===== src/rtl/fb_port_scheduler_if.sv =====
// Writer-side handshake bundle for fb_port_scheduler.
//   master : game-logic pixel writer (drives request, sees ready/oob)
//   slave  : scheduler (sees request, drives ready/oob)
// Signals:
//   wr_valid  writer request
//   wr_ready  port granted to the writer this cycle
//   wr_addr   linear write address, y*FB_W + x
//   wr_data   RRRGGGBB write colour
//   wr_oob    one-cycle pulse after an accepted out-of-range write
interface fb_port_scheduler_if #(
  parameter int ADDR_W = 15
);
  logic              wr_valid;
  logic              wr_ready;
  logic [ADDR_W-1:0] wr_addr;
  logic [7:0]        wr_data;
  logic              wr_oob;

  modport master (output wr_valid, wr_addr, wr_data, input  wr_ready, wr_oob);
  modport slave  (input  wr_valid, wr_addr, wr_data, output wr_ready, wr_oob);
endinterface


===== src/rtl/fb_port_scheduler.sv =====
// Shares one single-port, synchronous-read framebuffer RAM between display
// scan-out (priority) and a game-logic pixel writer. Each stored pixel is
// shown as a (1<<SCALE_SHIFT)-square block, so a display read is only issued
// when scan-out crosses into a new block; every other cycle belongs to the
// writer. Coordinate-to-colour latency is fixed at 2 cycles.
// Ports:
//   clock, reset        pixel clock, synchronous active-high reset
//   i_disp_x/y          display coordinate, 2 cycles ahead of the pixel
//   i_disp_active       coordinate is in the visible region
//   o_color_out         colour for the coordinate presented 2 cycles earlier
//   wr                  writer handshake (slave side)
//   o_ram_addr/we/wdata RAM command
//   i_ram_rdata         RAM read data, 1 cycle after the address
module fb_port_scheduler #(
  parameter int FB_W        = 160,
  parameter int FB_H        = 120,
  parameter int SCALE_SHIFT = 2,
  parameter int ADDR_W      = 15
) (
  input  logic              clock,
  input  logic              reset,
  input  logic [9:0]        i_disp_x,
  input  logic [9:0]        i_disp_y,
  input  logic              i_disp_active,
  output logic [7:0]        o_color_out,
  fb_port_scheduler_if.slave wr,
  output logic [ADDR_W-1:0] o_ram_addr,
  output logic              o_ram_we,
  output logic [7:0]        o_ram_wdata,
  input  logic [7:0]        i_ram_rdata
);

  localparam logic [31:0] FB_SIZE = 32'(FB_W * FB_H);

  // S0: block address of the incoming coordinate
  logic [ADDR_W-1:0] w_bx, w_by, w_blk;
  logic              w_fetch;

  logic              r_last_valid;
  logic [ADDR_W-1:0] r_last_blk;

  // Stage bits: index 1 = S1 (port cycle), index 2 = S2 (data return)
  logic [2:1]        r_vld_pipe;
  logic [2:1]        r_fetch_pipe;
  logic [ADDR_W-1:0] r_p1_addr;
  logic [7:0]        r_held;
  logic              r_wr_oob;

  logic              w_wr_ready, w_accept, w_in_range;

  assign w_bx  = ADDR_W'(i_disp_x >> SCALE_SHIFT);
  assign w_by  = ADDR_W'(i_disp_y >> SCALE_SHIFT);
  assign w_blk = w_by * ADDR_W'(FB_W) + w_bx;

  // Clearing last_valid on every inactive cycle forces a fetch at line start,
  // even when the new line maps to the same block as the previous one.
  assign w_fetch = i_disp_active && (!r_last_valid || (w_blk != r_last_blk));

  always_ff @(posedge clock) begin
    if (reset) begin
      r_last_valid <= 1'b0;
      r_last_blk   <= '0;
      r_vld_pipe   <= '0;
      r_fetch_pipe <= '0;
      r_p1_addr    <= '0;
      r_held       <= '0;
      r_wr_oob     <= 1'b0;
    end else begin
      r_last_valid <= i_disp_active;
      if (i_disp_active) r_last_blk <= w_blk;
      r_vld_pipe   <= {r_vld_pipe[1],   i_disp_active};
      r_fetch_pipe <= {r_fetch_pipe[1], w_fetch};
      r_p1_addr    <= w_blk;
      if (r_fetch_pipe[2]) r_held <= i_ram_rdata;
      r_wr_oob     <= w_accept && !w_in_range;
    end
  end

  // S1: display fetch owns the port; otherwise the writer does.
  // Out-of-range writes are still handshaked so the writer never wedges.
  assign w_in_range  = 32'(wr.wr_addr) < FB_SIZE;
  assign w_wr_ready  = !reset && !r_fetch_pipe[1];
  assign w_accept    = wr.wr_valid && w_wr_ready;

  assign wr.wr_ready = w_wr_ready;
  assign wr.wr_oob   = r_wr_oob;
  assign o_ram_we    = w_accept && w_in_range;
  assign o_ram_addr  = r_fetch_pipe[1] ? r_p1_addr : wr.wr_addr;
  assign o_ram_wdata = wr.wr_data;

  // S2: fresh RAM data on a fetch cycle, otherwise repeat the held block.
  always_comb begin
    o_color_out = 8'h00;
    if (!reset && r_vld_pipe[2])
      o_color_out = r_fetch_pipe[2] ? i_ram_rdata : r_held;
  end

endmodule

===== src/flat_wrapper.sv =====
// flat-port wrapper written by rule: the top's interface ports become plain ports
module fb_port_scheduler_flat 
#(
  parameter int FB_W        = 160,
  parameter int FB_H        = 120,
  parameter int SCALE_SHIFT = 2,
  parameter int ADDR_W      = 15
)
  (clock, reset, i_disp_x, i_disp_y, i_disp_active, o_color_out, o_ram_addr, o_ram_we, o_ram_wdata, i_ram_rdata, wr_wr_valid, wr_wr_addr, wr_wr_data, wr_wr_ready, wr_wr_oob);
  fb_port_scheduler_if #(.ADDR_W(ADDR_W)) wr_i ();
  input  logic clock;
  input  logic reset;
  input  logic [9:0] i_disp_x;
  input  logic [9:0] i_disp_y;
  input  logic i_disp_active;
  output logic [7:0] o_color_out;
  output logic [ADDR_W-1:0] o_ram_addr;
  output logic o_ram_we;
  output logic [7:0] o_ram_wdata;
  input  logic [7:0] i_ram_rdata;
  input wire logic [$bits(wr_i.wr_valid)-1:0] wr_wr_valid;
  input wire logic [$bits(wr_i.wr_addr)-1:0] wr_wr_addr;
  input wire logic [$bits(wr_i.wr_data)-1:0] wr_wr_data;
  output wire logic [$bits(wr_i.wr_ready)-1:0] wr_wr_ready;
  output wire logic [$bits(wr_i.wr_oob)-1:0] wr_wr_oob;
  assign wr_i.wr_valid = wr_wr_valid;
  assign wr_i.wr_addr = wr_wr_addr;
  assign wr_i.wr_data = wr_wr_data;
  assign wr_wr_ready = wr_i.wr_ready;
  assign wr_wr_oob = wr_i.wr_oob;
  fb_port_scheduler #(.FB_W(FB_W), .FB_H(FB_H), .SCALE_SHIFT(SCALE_SHIFT), .ADDR_W(ADDR_W)) u_core (.clock(clock), .reset(reset), .i_disp_x(i_disp_x), .i_disp_y(i_disp_y), .i_disp_active(i_disp_active), .o_color_out(o_color_out), .wr(wr_i), .o_ram_addr(o_ram_addr), .o_ram_we(o_ram_we), .o_ram_wdata(o_ram_wdata), .i_ram_rdata(i_ram_rdata));
endmodule

===== config.mk =====
export PLATFORM = sky130hd
export DESIGN_NAME = fb_port_scheduler_flat
export DESIGN_NICKNAME = d
export VERILOG_FILES = /design/src/rtl/fb_port_scheduler_if.sv /design/src/rtl/fb_port_scheduler.sv /design/src/flat_wrapper.sv
export SDC_FILE = /design/constraint.sdc
export NUM_CORES = 1
export LEC_CHECK = 0
export BUFFER_PORTS_ARGS = -buffer_cell sky130_fd_sc_hd__clkbuf_2
export CORE_MARGIN = 1
export CORE_UTILIZATION = 50
export DETAILED_ROUTE_END_ITERATION = 10
export HOLD_SLACK_MARGIN = 0.08
export PLACE_DENSITY = 0.8
export SETUP_SLACK_MARGIN = 0.4
export SLEW_MARGIN = 10
export SYNTH_ARGS = -nofsm -noshare
export SYNTH_HDL_FRONTEND = slang
export SYNTH_SLANG_ARGS = --single-unit
export TNS_END_PERCENT = 10

===== constraint.sdc =====
create_clock -name clock -period 8.24 [get_ports clock]
set_clock_uncertainty 0.1 [all_clocks]
set_input_delay 0.412 -clock clock [delete_from_list [all_inputs] [get_ports clock]]
set_output_delay 0.412 -clock clock [all_outputs]
set_load 0.005 [all_outputs]

# Word-level counts from Yosys, hierarchy flattened
# Index checks and enable logic that the tools add are counted.
[op_classes]
n_lt_le_gt_ge = 1
addsub = 1
muxes = 3
n_eq_ne = 1
reduce_logical = 11
mul = 1
[ops]
columns = ["cell", "n"]
rows = [
  ["two-way mux 8 bit", 2],
  ["adder 15 x 8 -> 15 bit", 1],
  ["< comparator 15 bit (second input constant)", 1],
  ["two-way mux 15 bit", 1],
  ["!= test 15 bit", 1],
  ["multiplier 8 x 3 -> 10 bit (second input constant)", 1],
  ["logical AND 1 bit", 6],
  ["logical NOT 1 bit", 4],
  ["logical OR 1 bit", 1],
]
[totals]
ff_bits = 44

# Longest topological paths before layout
# Gate-level depths: netlist (run 1).
[depth]
ltp_word = 5
depth_mapped = 9
mapped_depth_nobuf = 9

# Worst setup path after synthesis (run 1)
# OpenSTA, ideal clock, no wires.
[synth_timing]
kind = "in2reg"
start = "in i_disp_y[3]"
end = "reg u_core.r_fetch_pipe[1] (netlist bit)"
stages = 9
required_ps = 8052
setup_slack_ps = 5332
arrival_ps = 2720
cell_sequence = "ha_1 -> ha_1 -> fa_1 -> a211oi_2 -> o21bai_1 -> o21a_1 -> xnor3_1 -> and3_1 -> a311oi_2"
[synth_between]
elab_chain_cells = 5
[synth_lines]
columns = ["item", "line_no", "source"]
rows = [
  ["start: declaration", "flat_wrapper.sv:14", "input logic [9:0] i_disp_y;"],
  ["multiplier 8 x 3 -> 10 bit", "fb_port_scheduler.sv:53", "assign w_blk = w_by * ADDR_W'(FB_W) + w_bx;"],
  ["adder 15 x 8 -> 15 bit", "fb_port_scheduler.sv:53", ""],
  ["!= test 15 bit", "fb_port_scheduler.sv:57", "assign w_fetch = i_disp_active && (!r_last_valid || (w_blk != r_last_blk));"],
  ["logical OR 1 bit", "fb_port_scheduler.sv:57", ""],
  ["logical AND 1 bit", "fb_port_scheduler.sv:57", ""],
  ["end signal: assignment", "fb_port_scheduler.sv:72", "r_fetch_pipe <= {r_fetch_pipe[1], w_fetch};"],
  ["end: declaration", "fb_port_scheduler.sv:44", "logic [2:1] r_fetch_pipe;"],
]
# Every way passes these cells.
# A chain may end at the register's enable or synchronous reset.

# Final worst setup path (run 1)
# Same ends and word-level chain as after synthesis.

==> impl_metrics.toml, run 1 <==
[status]
status = "completed"

[place]
place.gp.congestion = 0.813
dp_hpwl_um = 3650
port_buffers = 68

[worst_setup_path]
crit_type = "input port to flop"
worstSetupStartpointType = "input port"
slowest_stage = "fa_1"
crit_top_cell = "ha_1"
worst-path-buf-inv = 1
cp_max_fo = 5
required_ns = 8.35
cp_top_family = "adder cells"
critPathMaxStageDelay_ns = 0.45
cp_cell_sequence = "clkbuf_2 > ha_1 > ha_1 > fa_1 > a211oi_2 > o21bai_1 > o21a_1 > xnor3_1 > and3_1 > a311oi_2"
critPathArrivalTime_ns = 3.09
end_kind = "flop"

[floorplan]
die_x_um = 72.8
die_area_sq_um = 5300
die_h_um = 72.8
num_rows = 25
core_area_sq_um = 4790
ioPinCount = 89
initial_core_util_pct = 52.4

[pwr]
powerDensity_nw_per_um2 = 185
ir_worst_vdd_uv = 76.8
cellLeakagePower_nw = 1.32

[yosys]
synth.area.top_cells = "dfxtp_1, ha_1, mux2_2"
synth_cells = 248
avgSynthCellArea_sq_um = 10.1
synthDistinctLibCells = 51
ys.flop_type = "dfxtp_1"
syn-num-nets = 320
ys.warnings.count = 0
synth.largest_area_cell = "dfxtp_1"
ys_seq_elements = 43
synth_top_area_share_pct = 34.3
synth-async-reset-ratio_pct = 0
synth_area_sq_um = 2510
ys_seq_area_share_pct = 34.3
synth-edff-count = 0

[grt]
grt.total_usage_pct = 18.9
overflow = 0
grt_pass1_vias = 1718
grt_antenna_before_repair = 0
grt_max_degree = 44
grt_pass1_wl_um = 7440

[timing]
final.min_clock_period_ns = 2.98
rsz0062_at_grt = "false"
finalSetupViolCount = 0
max_freq_mhz = 335
hold_violations = 0
maxSlewViolCount = 0
period_share_pct = 36.2
relSlewSlack_pct = 44.4
tightest_slew_ns = 0.834
fin_tns_setup_ns = 0

[cells_and_area]
num_antenna_cells = 0
area.growth.synth_to_final_pct = 17.1
final_common_cell = "clkbuf_2"
final_util_pct = 61.3
mostFrequentLayoutCells = "clkbuf_2, dfxtp_1, nor2_1"
drive_gt1_share_pct = 33.8
final_nets = 377

[clocking]
clkSinkCount = 43
cts_tree = "done"
post-cts-setup-buffer-count = 0
cts-root-buf = "clkbuf_8"
cts_max_level = 2
clk_latency_ns = 0.30
cts.reportedPaths.clkPinSlew_ns = 0.07
ctsHoldBuffers = 0
cts_buffer_depth = 2
cts_resized = 0
cts_buffers = 5

[route]
drc = 0
dr.first_iter.drc_count = 58
via_count = 1905
wl_per_cell_um = 12.7
viasPerCell = 5.12
detail-route-antenna-nets = 0
routed_wirelength_um = 4720
drtPass1Iterations = 4

[run]
drv_cap = 0

[hold_path]
hold_class = "input port to flop"
state kept, by name, indices dropped and copies added, names as in the netlist:
register             count
u_core.r_last_blk       15
u_core.r_p1_addr        15
u_core.r_held            8
u_core.r_fetch_pipe      2
u_core.r_vld_pipe        2
u_core.wr.wr_oob         1
stage by stage:
step                cells  total power, W  hold slack, ns  setup WS [ns]  cell area [sq um]
floorplan             248        0.000355           0.338           5.33               2510
global placement      365        0.000387           0.352           5.05               2830
detailed placement    365        0.000391           0.358           4.96               2830
CTS                   372        0.000550           0.245           5.28               2940
global route          372        0.000574           0.259           5.13               2940
finish                372        0.000543           0.262           5.26               2940
tightest hold or removal path, cell delays in order:
cell and delay (ns):
clkbuf_2 0.08, nand2_1 0.07, nor2_1 0.05
final cells by class:
type | count | area (sq um)
multi-input combinational | 184 | 1540
timing repair buffer | 68 | 340
inverter | 3 | 11.3
clock inverter | 1 | 30.0
clock buffer | 6 | 72.6
fill | 413 | 1850
sequential | 43 | 861
tap | 67 | 83.8
report_power, final:
part / internal (W) / switching [W]
sequential: 0.000226 / 0.0000101
clock: 0.0000888 / 0.0000673
combinational: 0.0000783 / 0.0000723
path summary, 6_finish.rpt:
kind	from	to	slack (ns)	cells after the start
worst max-delay path	i_disp_y[3]	u_core.r_fetch_pipe[1]	5.26	10
worst min-delay path	wr_wr_valid	u_core.wr.wr_oob	0.26	3
worst max register to register	u_core.r_last_blk[4]	u_core.r_fetch_pipe[1]	6.53	6
worst min register to register	u_core.r_vld_pipe[1]	u_core.r_vld_pipe[2]	0.37	1
cells in the mapped netlist, types with 2 or more instances:
library cell,count
ha_1,15
nand4_1,2
nor3b_1,2
nand3_1,3
o21a_1,2
clkbuf_1,8
o21ai_0,3
a211oi_2,2
xnor2_2,2
nand2b_1,2
a211oi_1,5
a21oi_1,5
and2_1,9
nor2_1,36
nand2_1,5
nor2b_1,12
buf_4,8
xnor2_1,13
dfxtp_1,43
xnor3_1,3
xor2_1,5
mux2i_1,15
mux2_2,15
inv_1,3
fa_1,2
or4b_1,2
buf_1,2
metal layers:
metal,vias up,global-route usage [%],wire length [um]
met5,-,0,0
met1,879,21.0,2030
met3,4,4.97,227
met2,53,33.4,2400
li1,969,-,-
met4,0,9.37,63
cells by family after synthesis:
group | Yosys count | share of synthesized area (%)
and+or+nand+nor | 83 | 18.5
DFF | 43 | 34.3
AOI/OAI and AO/OA | 30 | 9.79
muxes | 30 | 12.7
xor gates and xnor gates | 24 | 11.2
buffers and inverters | 21 | 4.34
adders and majority gates | 17 | 9.09
(Power assumes the default switching activity.)
==> run 2, diff against run 1 <==
Settings changed: CORE_UTILIZATION 50 to 45, PLACE_DENSITY 0.8 to 0.76.
Clock period 8.24 ns to 2.5 ns, I/O delays scaled along.
==> run 2 against run 1 <==
Effect of this change:
- final area rose by 12%
- highest routed layer unchanged
- largest power group unchanged
- critical path depth rose by 1
- combinational power rose to 4.0 times the previous value
- worst hold slack got worse by 0.11 ns
- largest cell class unchanged
- power rose to 3.4 times the previous value
==> impl_metrics.toml, run 2 (synthesis results as in run 1) <==
[worst_setup_path]
reg2reg_depth = 4
worstSetupStartpointType = "input port"
slowest_stage = "fa_2"
crit_cells = 11
crit_type = "input port to flop"
required_ns = 2.54
end_kind = "flop"
cp-startpoint = "i_disp_y[5]"
rr_startpoint = "u_core.r_fetch_pipe[1]"
critPathArrivalTime_ns = 2.31
cp_cell_sequence = "buf_6 > ha_4 > ha_4 > fa_2 > buf_4 > nand2b_1 > a2bb2oi_1 > xnor2_1 > nor4_1 > and3_4 > a311oi_2"
cp_max_fo = 2
ff2ff_setup_slack_ns = 0.61
critPathMaxStageDelay_ns = 0.57
r2r_end = "u_core.wr.wr_oob"
endpoint = "u_core.r_fetch_pipe[1]"
crit_top_cell = "ha_4"
worst-path-buf-inv = 2
cp_top_family = "adder cells"

[route]
routed_wirelength_um = 4970
drc = 0
viasPerCell = 4.92
detail-route-antenna-nets = 0
drtPass1Iterations = 4
via_count = 2008
dr.first_iter.drc_count = 73
wl_per_cell_um = 12.2

[timing]
relSlewSlack_pct = 43.6
tightest_slew_ns = 0.846
whs_ns = 0.150
rsz0062_at_grt = "true"
period_share_pct = 90.7
finalSetupViolCount = 0
final.min_clock_period_ns = 2.27
maxSlewViolCount = 0
hold_violations = 0
max_freq_mhz = 441

[grt]
grt_antenna_before_repair = 0
grt.total_usage_pct = 17.6
overflow = 0
grt_max_degree = 44
grt_pass1_vias = 1952
grt_pass1_wl_um = 8470

[cells_and_area]
fillers = 422
mostFrequentLayoutCells = "clkbuf_2, dfxtp_1, nor2_1"
final_common_cell = "clkbuf_2"
largestRegisters = "u_core.r_last_blk (15), u_core.r_p1_addr (15), u_core.r_held (8)"
drive_gt1_share_pct = 38.2
area.growth.synth_to_final_pct = 31.1
final_util_pct = 62.7
final_nets = 409
num_antenna_cells = 0

[pwr]
ir_worst_vdd_uv = 246
cellLeakagePower_nw = 1.47
total_power_w = 0.00185
powerDensity_nw_per_um2 = 562

[floorplan]
die_h_um = 76.6
ioPinCount = 89
num_rows = 26
initial_core_util_pct = 47.8
die_area_sq_um = 5870
core_area_sq_um = 5240
die_x_um = 76.6

[clocking]
clk_latency_ns = 0.29
cts-root-buf = "clkbuf_8"
cts_buffers = 5
cts.reportedPaths.clkPinSlew_ns = 0.08
clkSinkCount = 43
cts_tree = "done"
cts_buffer_depth = 2
cts_max_level = 2

[status]
status = "completed"

[place]
port_buffers = 68
place.gp.congestion = 0.753
dp_hpwl_um = 3690

[hold_path]
hold_class = "input port to output port"

[run]
drv_cap = 0
run 2: changes by cell type in the layout (fill, tap and decap cells not counted), moves of 2 or more:
cell           previous run  this run
buf_4                     0        17
clkbuf_8                  5         7
dlygate4sd3_1             0        15
ha_1                     15        11
ha_2                      0         2
ha_4                      0         2
run 2: worst min path at each step:
stage / depth (start not counted) / start / endpoint / slack [ns]
detailed placement: 0 / wr_wr_data[7] / o_ram_wdata[7] / 0.15
finish: 0 / wr_wr_data[0] / o_ram_wdata[0] / 0.15
global route: 0 / wr_wr_data[2] / o_ram_wdata[2] / 0.15
floorplan: 1 / i_disp_x[2] / u_core.r_p1_addr[0] / 0.15
CTS: 0 / wr_wr_data[7] / o_ram_wdata[7] / 0.15
global placement: 0 / wr_wr_data[7] / o_ram_wdata[7] / 0.15
run 2: per-stage QoR:
step           TNS [ns]  instance area, sq um  std cells  setup slack, ns
2_1_floorplan         0                  2540        248            0.155
3_3_place_gp    -0.0460                  2960        381          -0.0426
3_5_place_dp     -0.253                  2960        381           -0.166
4_1_cts               0                  3260        407            0.235
5_1_grt               0                  3280        408           0.0916
6_report              0                  3280        408            0.233
run 2: report_power, final:
part / switching, W / internal [W]
Clock: 0.000222 / 0.000251
Sequential: 0.0000320 / 0.000744
Combinational: 0.000260 / 0.000337
run 2: final cells by class:
cell class | instances | area, sq um | area share (%)
Timing Repair Buffer | 100 | 624 | 19.0
Clock buffer | 7 | 96.3 | 2.93
Multi-Input combinational cell | 184 | 1600 | 48.6
Tap cell | 70 | 87.6 | 2.67
Inverter | 3 | 11.3 | 0.343
Clock inverter | 1 | 7.51 | 0.229
Sequential cell | 43 | 861 | 26.2
run 2: what timing repair did:
item	in CTS	in global routing
setup endpoints to repair	5	8
setup buffers	3	1
gates resized for setup	3	6
pin swaps	3	4
hold buffers	15	0
hold endpoints to repair	19	0
run 2: worst reg2reg max path, delay by kind of cell (launching register included):
| family | cells | cell delay, ns |
|---|---|---|
| flops | 1 | 0.80 |
| buf+inv | 1 | 0.56 |
| simple gates | 3 | 0.33 |
run 2: metal layers:
metal / track usage (%) / share of wire [%] / wire length (um) / vias to the layer above
met4: 4.42 / 0.91 / 45 / 0
met3: 4.07 / 5.8 / 286 / 7
met5: 0 / 0 / 0 / -
met2: 29.3 / 46 / 2270 / 65
met1: 22.9 / 48 / 2370 / 900
li1: - / - / - / 1036
==> run 3, diff against run 2 <==
Settings changed: CELL_PAD_IN_SITES_DETAIL_PLACEMENT set to 1, CELL_PAD_IN_SITES_GLOBAL_PLACEMENT set to 2, CORE_UTILIZATION 45 to 27, PLACE_DENSITY 0.76 to not set, PLACE_DENSITY_LB_ADDON set to 0.1.
==> run 3 against run 2 <==
Effect of this change:
- the flow now finishes with violations (DRC)
- via count rose by 3.5%
- clock power rose by 2%
- register-to-register slack improved by 0.16 ns
- clock-buffer cell count rose by 1
- die area rose by 65%
- routed wire length rose by 20%
- cell count rose by 14%
- critical path depth did not move
- critical endpoint unchanged
- highest routed layer unchanged
==> impl_metrics.toml, run 3 (synthesis results as in run 1) <==
[status]
status = "complete, but fails checks"
violations = "DRC"

[floorplan]
die_x_um = 98.3
die_area_sq_um = 9670
num_rows = 34
die_h_um = 98.3
initial_core_util_pct = 28.3
ioPinCount = 89
core_area_sq_um = 8850

[timing]
max_freq_mhz = 446
relSlewSlack_pct = 65.3
finalSetupViolCount = 0
hold_violations = 0
maxSlewViolCount = 0
rsz0062_at_grt = "true"
period_share_pct = 89.8
final.min_clock_period_ns = 2.24
tightest_slew_ns = 0.520

[clocking]
cts_tree = "done"
clkSinkCount = 43
cts.reportedPaths.clkPinSlew_ns = 0.08
cts-root-buf = "clkbuf_8"
cts_max_level = 2
clk_latency_ns = 0.29
cts_buffer_depth = 2
cts_buffers = 5

[grt]
overflow = 0
grt.total_usage_pct = 12.9
grt_pass1_vias = 2140
grt_max_degree = 35
grt_antenna_before_repair = 0
grt_pass1_wl_um = 9980

[cells_and_area]
fillers = 1027
final_nets = 427
final_util_pct = 40.3
final_common_cell = "clkbuf_2"
num_antenna_cells = 0
mostFrequentLayoutCells = "clkbuf_2, dfxtp_1, nor2_1"
largestRegisters = "u_core.r_last_blk (15), u_core.r_p1_addr (15), u_core.r_held (8)"
area.growth.synth_to_final_pct = 42.2
drive_gt1_share_pct = 41.3

[worst_setup_path]
reg2reg_depth = 6
critPathArrivalTime_ns = 2.31
worstSetupStartpointType = "input port"
crit_type = "input port to flop"
end_kind = "flop"
cp_max_fo = 3
required_ns = 2.57
ff2ff_setup_slack_ns = 0.77

[place]
place.gp.congestion = 0.727
port_buffers = 68
dp_hpwl_um = 4490

[pwr]
powerDensity_nw_per_um2 = 546
total_power_w = 0.00195
ir_worst_vdd_uv = 220
cellLeakagePower_nw = 1.57

[route]
drc = 7
via_count = 2079
detail-route-antenna-nets = 0
routed_wirelength_um = 5940
dr.first_iter.drc_count = 58
wl_per_cell_um = 12.8
viasPerCell = 4.48
drtPass1Iterations = 9

[hold_path]
hold_path_depth = 2
hold_class = "input port to flop"

[run]
drv_cap = 0
==> run 3: cell count changes in the layout (fill, tap and decap cells not counted), moves of 2 or more <==
cell           change
buf_4             +13
dlygate4sd3_1      +5
ha_4               +2
xnor2_4            +2
==> run 3: through the flow <==
step	std cells	setup slack [ns]	setup TNS [ns]	area [sq um]	hold WS [ns]
final	464	0.255	0	3560	0.0938
after global routing	464	0.161	0	3560	0.106
after CTS	457	0.229	0	3390	0.0803
after detailed placement	429	-0.0806	-0.108	3090	0.150
after global placement	429	-0.0611	-0.0611	3090	0.150
after floorplan	248	0.155	0	2540	0.153
==> run 3: worst max-delay path, cell delays in order <==
cell	delay [ns]
buf_8	0.10
ha_4	0.23
ha_4	0.16
fa_2	0.56
nand2_4	0.07
a21oi_4	0.15
buf_4	0.13
xnor3_1	0.21
nor4_2	0.29
and3_4	0.22
a311oi_2	0.07
==> run 3: final cells by class <==
class / instances / area, sq um / area share, %
well taps: 108 / 135 / 3.79
repair buffers: 118 / 782 / 21.9
clock buffers: 8 / 100 / 2.81
inverters: 3 / 11.3 / 0.316
multi-input cells: 184 / 1680 / 47.0
flip-flops and latches: 43 / 861 / 24.1
==> run 3: per-layer routing <==
layer / up-vias / routed length, um / GRT usage [%] / share of wire (%)
met2: 51 / 2730 / 21.5 / 46
li1: 1064 / - / - / -
met4: 0 / 93 / 4.94 / 1.6
met5: - / 0 / 0 / 0
met1: 956 / 2870 / 16.5 / 48
met3: 8 / 244 / 2.29 / 4.1
==> run 3: repair_timing <==
action                     4_1_cts  5_1_grt
cloned                           0        0
resized for setup                0       24
pin swaps                        0       14
buffers inserted                 0        7
hold buffers                    20        0
hold endpoints to repair        19        0
setup endpoints to repair        5        8
==> run 3: worst paths after layout <==
check / end / start
min reg2reg: u_core.r_vld_pipe[2] / u_core.r_vld_pipe[1]
max reg2reg: u_core.r_fetch_pipe[1] / u_core.r_last_blk[4]
min: u_core.r_held[6] / reset
max: u_core.r_fetch_pipe[1] / i_disp_y[5]
==> run 3: power by group <==
group          internal [W]  switching [W]  total, W
Clock              0.000252       0.000231  0.000483
Sequential         0.000744      0.0000274  0.000772
Combinational      0.000391       0.000300  0.000691
